--- config.mk ---
export PLATFORM = sky130hd
export DESIGN_NAME = png_pixel_packer
export DESIGN_NICKNAME = d
export VERILOG_FILES = /design/src/rtl/png_pixel_packer.sv
export SDC_FILE = /design/constraint.sdc
export NUM_CORES = 2
export LEC_CHECK = 0
export CORE_MARGIN = 2
export CORE_UTILIZATION = 39
export CTS_BUF_LIST = sky130_fd_sc_hd__clkbuf_4
export DETAILED_ROUTE_END_ITERATION = 10
export PLACE_DENSITY_LB_ADDON = 0.25
export SLEW_MARGIN = 20
export SYNTH_ARGS = -nofsm -noshare
export SYNTH_HDL_FRONTEND = slang
export SYNTH_SLANG_ARGS = --single-unit
export TNS_END_PERCENT = 50
--- constraint.sdc ---
create_clock -name clk -period 6.3 [get_ports clk]
set_input_delay 0.63 -clock clk [delete_from_list [all_inputs] [get_ports clk]]
set_output_delay 0.63 -clock clk [all_outputs]
set_load 0.05 [all_outputs]
--- src/rtl/png_pixel_packer.sv ---
// png_pixel_packer: absorbs an unthrottled pixel stream in a FIFO, tags line/frame position and packs
// PIX_PER_BEAT pixels per valid/ready beat. Define PNG_PACK_EOF_EN to add frame-end tagging (oeof).
module png_pixel_packer #(
    parameter int unsigned PIX_PER_BEAT = 2,
    parameter int unsigned FIFO_DEPTH   = 64,
    parameter int unsigned OUT_CH       = 4
) (
    input  logic                             clk,
    input  logic                             rstn,
    input  logic                             newframe,
    input  logic [1:0]                       colortype,
    input  logic [13:0]                      width,
    input  logic [31:0]                      height,
    input  logic                             ivalid,
    input  logic [7:0]                       ipixelr,
    input  logic [7:0]                       ipixelg,
    input  logic [7:0]                       ipixelb,
    input  logic [7:0]                       ipixela,
    output logic                             almost_full,
    output logic                             overflow,
    output logic                             ovalid,
    input  logic                             oready,
    output logic [PIX_PER_BEAT*OUT_CH*8-1:0] odata,
    output logic [PIX_PER_BEAT-1:0]          okeep,
    output logic                             osof,
    output logic                             oeol
`ifdef PNG_PACK_EOF_EN
    ,
    output logic                             oeof
`endif
);

    localparam int unsigned PW   = OUT_CH * 8;
    localparam int unsigned AW   = $clog2(FIFO_DEPTH);
    localparam int unsigned CNTW = AW + 1;
    localparam int unsigned CW   = $clog2(PIX_PER_BEAT + 1);
`ifdef PNG_PACK_EOF_EN
    localparam int unsigned TW   = 3;
`else
    localparam int unsigned TW   = 2;
`endif
    localparam int unsigned EW   = PW + TW;

    // Input-side position tracking
    logic [13:0]     width_q, x_q, x_d, eff_w, eff_x;
    logic [1:0]      colortype_q;
    logic            sof_pend_q, sof_pend_d, eff_sof;
    logic            overflow_q, overflow_d;
    logic            tag_eol, tag_eof, push, drop, fifo_full, fifo_empty;
    logic [31:0]     pix32;
    logic [EW-1:0]   wr_entry;
`ifdef PNG_PACK_EOF_EN
    logic [31:0]     height_q, y_q, y_d, eff_y, eff_h;
    logic            done_q, done_d, eff_done;
`endif

    // FIFO storage and pointers
    logic [EW-1:0]   mem_q [FIFO_DEPTH];
    logic [AW-1:0]   wr_ptr_q, rd_ptr_q;
    logic [CNTW-1:0] count_q, count_d;
    logic [EW-1:0]   head;
    logic [PW-1:0]   head_data;
    logic            head_sof, head_eol, head_eof;
    logic            almost_full_q;

    // Packer state: accumulating lanes plus the registered output beat
    logic [PIX_PER_BEAT-1:0][PW-1:0] acc_q, acc_d, new_lanes, data_q, data_d;
    logic [CW-1:0]                   acc_cnt_q, acc_cnt_d, new_cnt;
    logic                            acc_sof_q, acc_sof_d;
    logic [PIX_PER_BEAT-1:0]         keep_q, keep_d;
    logic                            ovalid_q, ovalid_d, sof_q, sof_d, eol_q, eol_d, eof_q, eof_d;
    logic                            out_free, flush, pop, close;
    logic                            unused_sig;

    function automatic logic [PIX_PER_BEAT-1:0] lane_mask(input logic [CW-1:0] n);
        lane_mask = '0;
        for (int unsigned i = 0; i < PIX_PER_BEAT; i++) lane_mask[i] = (CW'(i) < n);
    endfunction

    // Tagging: a newframe in the same cycle applies to the pixel it accompanies
    always_comb begin
        eff_w      = newframe ? width : width_q;
        eff_x      = newframe ? 14'd0 : x_q;
        eff_sof    = newframe | sof_pend_q;
        tag_eol    = (eff_w == 14'd0) || (eff_x == eff_w - 14'd1);
        fifo_full  = (count_q == CNTW'(FIFO_DEPTH));
        fifo_empty = (count_q == '0);
`ifdef PNG_PACK_EOF_EN
        eff_y      = newframe ? 32'd0 : y_q;
        eff_h      = newframe ? height : height_q;
        eff_done   = newframe ? 1'b0 : done_q;
        tag_eof    = tag_eol && (eff_y == eff_h - 32'd1);
        push       = ivalid && !fifo_full && !eff_done;
`else
        tag_eof    = 1'b0;
        push       = ivalid && !fifo_full;
`endif
        drop       = ivalid && !push;
        x_d        = eff_x;
        sof_pend_d = eff_sof;
        if (push) begin
            x_d        = tag_eol ? 14'd0 : eff_x + 14'd1;
            sof_pend_d = 1'b0;
        end
`ifdef PNG_PACK_EOF_EN
        y_d    = eff_y;
        done_d = eff_done;
        if (push) begin
            if (tag_eol) y_d = eff_y + 32'd1;
            done_d = tag_eof;
        end
`endif
        overflow_d = newframe ? drop : (overflow_q | drop);
        pix32      = {ipixela, ipixelb, ipixelg, ipixelr};
`ifdef PNG_PACK_EOF_EN
        wr_entry   = {tag_eof, tag_eol, eff_sof, PW'(pix32)};
`else
        wr_entry   = {tag_eol, eff_sof, PW'(pix32)};
`endif
    end

    always_ff @(posedge clk) begin
        if (push) mem_q[wr_ptr_q] <= wr_entry;
    end

    always_comb begin
        head      = mem_q[rd_ptr_q];
        head_data = head[PW-1:0];
        head_sof  = head[PW];
        head_eol  = head[PW+1];
`ifdef PNG_PACK_EOF_EN
        head_eof  = head[PW+2];
`else
        head_eof  = 1'b0;
`endif
    end

    // Packing: a sof pixel meeting an open beat first flushes that beat without popping
    always_comb begin
        out_free  = !ovalid_q || oready;
        flush     = !fifo_empty && out_free && head_sof && (acc_cnt_q != '0);
        pop       = !fifo_empty && out_free && !flush;
        new_cnt   = acc_cnt_q + CW'(1);
        new_lanes = acc_q;
        for (int unsigned i = 0; i < PIX_PER_BEAT; i++) begin
            if (CW'(i) == acc_cnt_q) new_lanes[i] = head_data;
        end
        close     = pop && ((new_cnt == CW'(PIX_PER_BEAT)) || head_eol);
        count_d   = count_q + CNTW'(push) - CNTW'(pop);

        acc_d     = acc_q;
        acc_cnt_d = acc_cnt_q;
        acc_sof_d = acc_sof_q;
        ovalid_d  = ovalid_q && !oready;
        data_d    = data_q;
        keep_d    = keep_q;
        sof_d     = sof_q;
        eol_d     = eol_q;
        eof_d     = eof_q;
        if (flush) begin
            ovalid_d  = 1'b1;
            data_d    = acc_q;
            keep_d    = lane_mask(acc_cnt_q);
            sof_d     = acc_sof_q;
            eol_d     = 1'b0;
            eof_d     = 1'b0;
            acc_d     = '0;
            acc_cnt_d = '0;
            acc_sof_d = 1'b0;
        end else if (close) begin
            ovalid_d  = 1'b1;
            data_d    = new_lanes;
            keep_d    = lane_mask(new_cnt);
            sof_d     = (acc_cnt_q == '0) ? head_sof : acc_sof_q;
            eol_d     = head_eol;
            eof_d     = head_eof;
            acc_d     = '0;
            acc_cnt_d = '0;
            acc_sof_d = 1'b0;
        end else if (pop) begin
            acc_d     = new_lanes;
            acc_cnt_d = new_cnt;
            acc_sof_d = (acc_cnt_q == '0) ? head_sof : acc_sof_q;
        end
    end

    always_ff @(posedge clk or negedge rstn) begin
        if (!rstn) begin
            width_q       <= '0;
            x_q           <= '0;
            colortype_q   <= '0;
            sof_pend_q    <= 1'b0;
            overflow_q    <= 1'b0;
            wr_ptr_q      <= '0;
            rd_ptr_q      <= '0;
            count_q       <= '0;
            almost_full_q <= 1'b0;
            acc_q         <= '0;
            acc_cnt_q     <= '0;
            acc_sof_q     <= 1'b0;
            ovalid_q      <= 1'b0;
            data_q        <= '0;
            keep_q        <= '0;
            sof_q         <= 1'b0;
            eol_q         <= 1'b0;
            eof_q         <= 1'b0;
        end else begin
            if (newframe) begin
                width_q     <= width;
                colortype_q <= colortype;
            end
            x_q           <= x_d;
            sof_pend_q    <= sof_pend_d;
            overflow_q    <= overflow_d;
            if (push) wr_ptr_q <= wr_ptr_q + AW'(1);
            if (pop)  rd_ptr_q <= rd_ptr_q + AW'(1);
            count_q       <= count_d;
            almost_full_q <= (count_d >= CNTW'(FIFO_DEPTH - 8));
            acc_q         <= acc_d;
            acc_cnt_q     <= acc_cnt_d;
            acc_sof_q     <= acc_sof_d;
            ovalid_q      <= ovalid_d;
            data_q        <= data_d;
            keep_q        <= keep_d;
            sof_q         <= sof_d;
            eol_q         <= eol_d;
            eof_q         <= eof_d;
        end
    end

`ifdef PNG_PACK_EOF_EN
    always_ff @(posedge clk or negedge rstn) begin
        if (!rstn) begin
            height_q <= '0;
            y_q      <= '0;
            done_q   <= 1'b0;
        end else begin
            if (newframe) height_q <= height;
            y_q    <= y_d;
            done_q <= done_d;
        end
    end

    assign oeof       = eof_q;
    assign unused_sig = ^{colortype_q, eof_d};
`else
    assign unused_sig = ^{colortype_q, height, tag_eof, head_eof, eof_q};
`endif

    assign almost_full = almost_full_q;
    assign overflow    = overflow_q;
    assign ovalid      = ovalid_q;
    assign odata       = data_q;
    assign okeep       = keep_q;
    assign osof        = sof_q;
    assign oeol        = eol_q;

endmodule

== After elaboration in Yosys (flattened, before gate mapping) ==
Memories as Yosys holds them, arrays and structs flattened.
Cells that the tools add are included.

* Bits in registers: 186
* RAM bits: 2176
* Input port bits: 85
* Output and inout port bits: 71
* Memories: 1

{| class="wikitable"
|+ Memory list
! name !! depth !! bits a word !! read ports !! clocked after Yosys merged registers in !! wr ports !! line !! RTL
|-
| mem_q || 64 || 34 || 1 || 0 || 1 || 58 || <nowiki>logic [EW-1:0] mem_q [FIFO_DEPTH];</nowiki>
|}

* Add/sub/neg operators: 7
* $lt $le $gt $ge: 5
* Equality and inequality tests: 4
* Muxes and demuxes: 30
* Bitwise operators: 2
* Reductions and logical operators: 23

{| class="wikitable"
|+ Operators with widths
! kind !! number
|-
| 64-bit two-way mux || 5
|-
| 32-bit two-way mux || 2
|-
| 14-bit two-way mux || 4
|-
| 14-bit by 1-bit adder with 14-bit output (second input constant) || 1
|-
| 14-bit equality test || 1
|-
| 14-bit logical NOT || 1
|-
| 1-bit two-way mux || 14
|-
| 14-bit by 1-bit subtractor with 14-bit output (second input constant) || 1
|-
| 6-bit by 1-bit adder with 6-bit output (second input constant) || 2
|-
| 2-bit two-way mux || 5
|-
| 1-bit logical AND || 8
|-
| 1-bit by 2-bit less-than comparator with 1-bit output (first input constant) || 4
|-
| 7-bit by 1-bit adder with 7-bit output || 1
|-
| 7-bit equality test (second input constant) || 1
|-
| 7-bit by 6-bit greater-or-equal comparator with 1-bit output (second input constant) || 1
|-
| 7-bit logical NOT || 1
|-
| 7-bit by 1-bit subtractor with 7-bit output || 1
|-
| 1-bit logical NOT || 6
|-
| 2-bit nonzero test || 2
|-
| 1-bit logical OR || 3
|-
| 3-bit nonzero test || 1
|-
| 2-bit by 1-bit adder with 2-bit output (second input constant) || 1
|-
| 1-bit by 2-bit equality test with 1-bit output (first input constant) || 1
|-
| 2-bit equality test (second input constant) || 1
|-
| other kinds (2) || 3
|}

== Logic depth before layout (Yosys ltp) ==
* Word-level depth: 10
* Depth in mapped cells: 20

== Worst setup path before layout ==
No wires, ideal clock.

* Path type: input -> register
* Start point: input newframe
* End point: memory mem_q[0][33] (netlist name) (data pin)
* Library setup time: 0.720 ns
* Data arrival time: 5.464 ns
* Data required time: 5.580 ns
* Slack: 0.116 ns
* Stages on the path: 10
* Path buffers: 5
* Cell sequence: clkbuf_8 > buf_2 > buf_2 > buf_2 > buf_1 > mux2i_1 > ha_1 > o21ai_0 > or3_2 > o31ai_1

* Word-level cells in the longest chain between the ends: 4

{| class="wikitable"
|+ Ends and longest elaborated chain
! element !! line !! RTL
|-
| from (decl) || 10 || <nowiki>input logic newframe,</nowiki>
|-
| 14-bit two-way mux || -- ||
|-
| 14-bit by 1-bit subtractor with 14-bit output || 85 || <nowiki>tag_eol = (eff_w == 14'd0) || (eff_x == eff_w - 14'd1);</nowiki>
|-
| 14-bit equality test || 85 ||
|-
| 1-bit logical OR * || 85 ||
|-
| named net tag_eol || 49 || <nowiki>logic tag_eol, tag_eof, push, drop, fifo_full, fifo_empty;</nowiki>
|-
| to (decl) || 58 ||
|}

Mark *: on every way through the listed nets, which the timed path passes. The rest lies on a longest branch.

== Worst setup path after layout ==
* Start point: register rd_ptr_q[1]
* End point: register data_q (netlist bit odata[35])

* Word-level cells in the longest chain between the ends: 7

{| class="wikitable"
|+ Ends and longest elaborated chain
! element !! line !! RTL
|-
| from (decl) || 59 || <nowiki>logic [AW-1:0] wr_ptr_q, rd_ptr_q;</nowiki>
|-
| from (signal assigned) || 216 || <nowiki>if (pop) rd_ptr_q <= rd_ptr_q + AW'(1);</nowiki>
|-
| memory 64 x 34 bit * || -- ||
|-
| 1-bit logical AND (2 in a row) || 141 || <nowiki>flush = !fifo_empty && out_free && head_sof && (acc_cnt_q != '0);</nowiki>
|-
| 1-bit logical NOT || 142 || <nowiki>pop = !fifo_empty && out_free && !flush;</nowiki>
|-
| 1-bit logical AND || 142 ||
|-
| 1-bit logical AND || 148 || <nowiki>close = pop && ((new_cnt == CW'(PIX_PER_BEAT)) || head_eol);</nowiki>
|-
| 2-bit nonzero test (no source line) || -- ||
|-
| to (signal assigned) || 223 || <nowiki>data_q <= data_d;</nowiki>
|-
| to (decl) || 67 || <nowiki>logic [PIX_PER_BEAT-1:0][PW-1:0] acc_q, acc_d, new_lanes, data_q, data_d;</nowiki>
|}

Mark *: on every way between the ends. The rest lies on a longest branch, timed or not. The select of a mux whose other input is x is not followed.
A chain may end at the register's enable or synchronous reset.

==> run_results.csv <==
group,metric,value,unit
global_route,grt_start_max_net_pins,167,
sta,post-route-period-util,0.778,
synthesis,synth_enable_flop_cells,2176,
clock_network,cts_buffers,625,
synthesis,avgSynthCellArea,21.9,sq um
worst_setup_path,critical_path.cell_chain,"buf_4 > buf_4 > mux4_2 > nor2b_1 > a211oi_1 > a31oi_1 > a21o_1 > a21oi_1 > nor2_1 > a221o_1",
worst_setup_path,crit_path_max_fanout,42,
floorplanning,die_w,488,um
clock_network,clock_root_buffer,"sky130_fd_sc_hd__clkbuf_4",
worst_setup_path,kind_of_critical_path,"reg -> reg",
sta,tightestPinTransition,1.13,ns
clock_network,clock_sink_count,2362,
worst_setup_path,worst_path_max_delay_cell,"sky130_fd_sc_hd__a21oi_1",
placement,placement.io_buffers,121,
floorplanning,die_y,488,um
sta,holdWs,0.183,ns
global_route,grt_pass1_wl,356000,um
sta,maxClockFrequency,204,MHz
sta,skew,0.0977,ns
sta,setup_tns,0,ns
layout,register_cell_area_after_layout,70000,sq um
route,initialDrtViolationCount,5126,
power_and_ir_drop,power_leakage,34.7,nW
synthesis,synth.ff_latch_count,2362,
layout,multi_input_combinational_cell_area,20700,sq um
sta,layout_min_cycle_time,4.90,ns
status,run_status,"finished clean",
floorplanning,initial_core_util,0.393,
worst_setup_path,worstPathArrival,6.16,ns
clock_network,h-tree-depth,6,
global_route,grt_antenna_before_repair,16,
worst_setup_path,critical_path.most_common_cell,"sky130_fd_sc_hd__buf_4",
sta,report.final.setup_viol,0,
synthesis,total_standard_cell_area_after_synthesis,91500,sq um
synthesis,synthesis.yosys.warnings,0,
floorplanning,core_region_area,233000,sq um
sta,timing_max_transition_violations_final,0,
route,via_per_inst,5.59,
worst_setup_path,setup.worst_path.end_class,"flip-flop",
sta,setup_repair_after_global_routing_missed_its_margin,"false",
synthesis,netlist_instances,4187,
min_path,min-delay-path-class,"in -> reg",
synthesis,asyncSetResetFlopFracSynth,0.0787,
synthesis,synth.yosys.seq_area_share,0.765,
layout,num-fill-cells,20000,
synthesis,synth_flop_cell,"sky130_fd_sc_hd__edfxtp_1",
placement,placement.cell_area,97600,sq um
layout,design_area_final,106000,sq um
worst_setup_path,wp_data_required,7.56,ns
floorplanning,design.die.area,239000,sq um
route,drc,0,
synthesis,syn-num-nets,4289,
route,detailed_route_wire_length,252000,um
route,final_antenna_net_count,0,
route,vias,47400,
clock_network,cts_tree,"built",
synthesis,synth_cell_types,76,
worst_setup_path,max_stage_delay,0.75,ns
clock_network,clkSlewWorstSetupHoldPaths,0.07,ns
worst_setup_path,type_of_origin_of_the_critical_path,"flip-flop",
layout,area.growth.synth_to_final,15.5,%
floorplanning,top_level_pins,156,
layout,drive_gt1_frac,0.356,
sta,timing.slew.headroom,0.248,
sta,finalHoldViolations,0,
run,cap_violations,0,
floorplanning,row_count,177,
route,drt_first_pass_iters,7,
route,wl_per_cell,29.7,um
worst_setup_path,regToRegSetupSlack,1.40,ns
power_and_ir_drop,power_per_cell_area,444,nW/um^2
global_route,globalRouteOverflowTotal,0,
global_route,groute.usage.overall,0.211,
power_and_ir_drop,power.ir.vdd_worst,0.325,mV
clock_network,insertion_delay,1.42,ns
clock_network,clock_tree.buffer_depth,4,
placement,routabilityCongestion,0.775,
worst_setup_path,critPathBufInv,2,
global_route,number_of_global_route_vias_before_repair,48400,
layout,finish.net_count,5032,
placement,dp.final_hpwl,142000,um
worst_setup_path,cpLargestDelayFamily,"compound AO/OA/AOI/OAI gates",
## through the flow
step	setup WS [ns]	utilization	total power (W)	std cells
final	1.40	0.454	0.0469	8481
after global routing	1.20	0.454	0.0490	8477
after CTS	1.37	0.453	0.0474	8471
after detailed placement	1.41	0.419	0.0344	7381
after global placement	1.39	0.419	0.0343	7381
after floorplan	0.116	-	0.0287	4187
## synth_stat cells, drive strengths merged, types with 7 or more instances
cell | count | area share
nand3 | 21 | 0.0013
edfxtp | 2176 | 0.71
nand2b | 13 | 0.00089
nand3b | 8 | 0.00066
a211oi | 35 | 0.0029
nor2 | 144 | 0.0059
xor2 | 23 | 0.0022
a22oi | 26 | 0.0021
a31oi | 14 | 0.00096
nor2b | 37 | 0.0025
dfrtp | 186 | 0.051
a21oi | 51 | 0.0028
o21ai | 46 | 0.0028
mux4 | 628 | 0.15
inv | 52 | 0.0021
xnor2 | 25 | 0.0024
buf | 167 | 0.010
a221o | 19 | 0.0021
o22ai | 41 | 0.0028
and3 | 7 | 0.00048
o2bb2ai | 7 | 0.00067
clkbuf | 62 | 0.0028
a22o | 16 | 0.0015
a221oi | 8 | 0.00077
nand4 | 11 | 0.00075
nand2 | 114 | 0.0047
or3 | 7 | 0.00052
o31ai | 9 | 0.00074
mux2i | 77 | 0.0084
nor3 | 23 | 0.0014
ha | 16 | 0.0022
mux2 | 14 | 0.0017
and2 | 23 | 0.0016
## worst paths after layout
kind	startpoint	end	cells past startpoint
max in group asynchronous	rstn	odata[60]	4
min	width[9]	width_q[9]	3
min in group asynchronous	rstn	x_q[0]	4
max	rd_ptr_q[1]	odata[35]	10
max reg2reg	rd_ptr_q[1]	odata[35]	10
min reg2reg	acc_sof_q	acc_sof_q	2
## tightest hold or removal path: stages
cell and delay [ns]:
sky130_fd_sc_hd__clkdlybuf4s50_1 0.58, sky130_fd_sc_hd__mux2i_1 0.19, sky130_fd_sc_hd__inv_1 0.08
## area by class of cell
type                            count  area share
Multi-Input combinational cell   1543       0.195
Tap cell                         3132      0.0371
Sequential cell                  2362       0.662
Clock buffer                      900      0.0639
Inverter                           53     0.00191
Timing Repair Buffer              345      0.0319
Clock inverter                    139     0.00717
Antenna cell                        7    0.000166
## placed cells by master, fill, tap and decap left out, types with 23 or more instances in the layout
master | synthesis | layout
sky130_fd_sc_hd__edfxtp_1 | 2176 | 2176
sky130_fd_sc_hd__clkbuf_4 | 0 | 901
sky130_fd_sc_hd__mux4_2 | 628 | 628
sky130_fd_sc_hd__dfrtp_1 | 186 | 180
sky130_fd_sc_hd__buf_4 | 31 | 159
sky130_fd_sc_hd__nand2_1 | 112 | 112
sky130_fd_sc_hd__clkinv_1 | 1 | 96
sky130_fd_sc_hd__clkdlybuf4s50_1 | 0 | 87
sky130_fd_sc_hd__nor2_1 | 144 | 80
sky130_fd_sc_hd__mux2i_1 | 77 | 77
sky130_fd_sc_hd__nor2_4 | 0 | 64
sky130_fd_sc_hd__inv_1 | 51 | 51
sky130_fd_sc_hd__a21oi_1 | 51 | 51
sky130_fd_sc_hd__dlygate4sd3_1 | 0 | 50
sky130_fd_sc_hd__o22ai_1 | 41 | 41
sky130_fd_sc_hd__o21ai_0 | 41 | 41
sky130_fd_sc_hd__nor2b_1 | 37 | 37
sky130_fd_sc_hd__a211oi_1 | 35 | 35
sky130_fd_sc_hd__buf_12 | 0 | 35
sky130_fd_sc_hd__a22oi_1 | 26 | 26
sky130_fd_sc_hd__xnor2_1 | 25 | 25
sky130_fd_sc_hd__and2_1 | 23 | 23
sky130_fd_sc_hd__xor2_1 | 23 | 23
## power by group
group          switching (W)  internal (W)  total, W  leakage [nW]
sequential          0.000608        0.0180    0.0186          22.0
clock                0.00610       0.00684    0.0129          4.54
combinational        0.00912       0.00622    0.0153          8.09
## metal layers
metal	global-route usage	up-vias	routed length [um]
met4	0.0599	6	4990
met1	0.295	25600	106000
met5	0	-	47
met3	0.0447	350	19000
li1	-	19400	-
met2	0.335	2035	121000
## flip-flops by register name (all words and copies together) (netlist names)
| register | flops |
|---|---|
| x_q | 14 |
| okeep | 2 |
| count_q | 7 |
| mem_q | 2176 |
| sof_pend_q | 1 |
| odata | 64 |
| ovalid | 1 |
| oeol | 1 |
| acc_sof_q | 1 |
| acc_q | 64 |
| acc_cnt_q | 2 |
| rd_ptr_q | 6 |
| osof | 1 |
| almost_full | 1 |
| width_q | 14 |
| overflow | 1 |
| wr_ptr_q | 6 |
## cell families (layout without fill, tap and decap cells)
family | Yosys count | count (layout) | synth area share
compound gates | 327 | 327 | 0.0256
xor+xnor | 48 | 48 | 0.00459
fa+ha+maj | 17 | 17 | 0.00241
buf+inv | 282 | 1437 | 0.0151
flops | 2362 | 2362 | 0.765
mux | 719 | 719 | 0.165
other cells | 0 | 7 | 0
simple gates | 432 | 432 | 0.0228
## repair_timing
item                      in CTS  in global routing
resized for setup              0                  0
hold buffers                  51                  0
hold endpoints to repair    2064                  0
setup buffers                  0                  0
(Power assumes the default switching activity.)
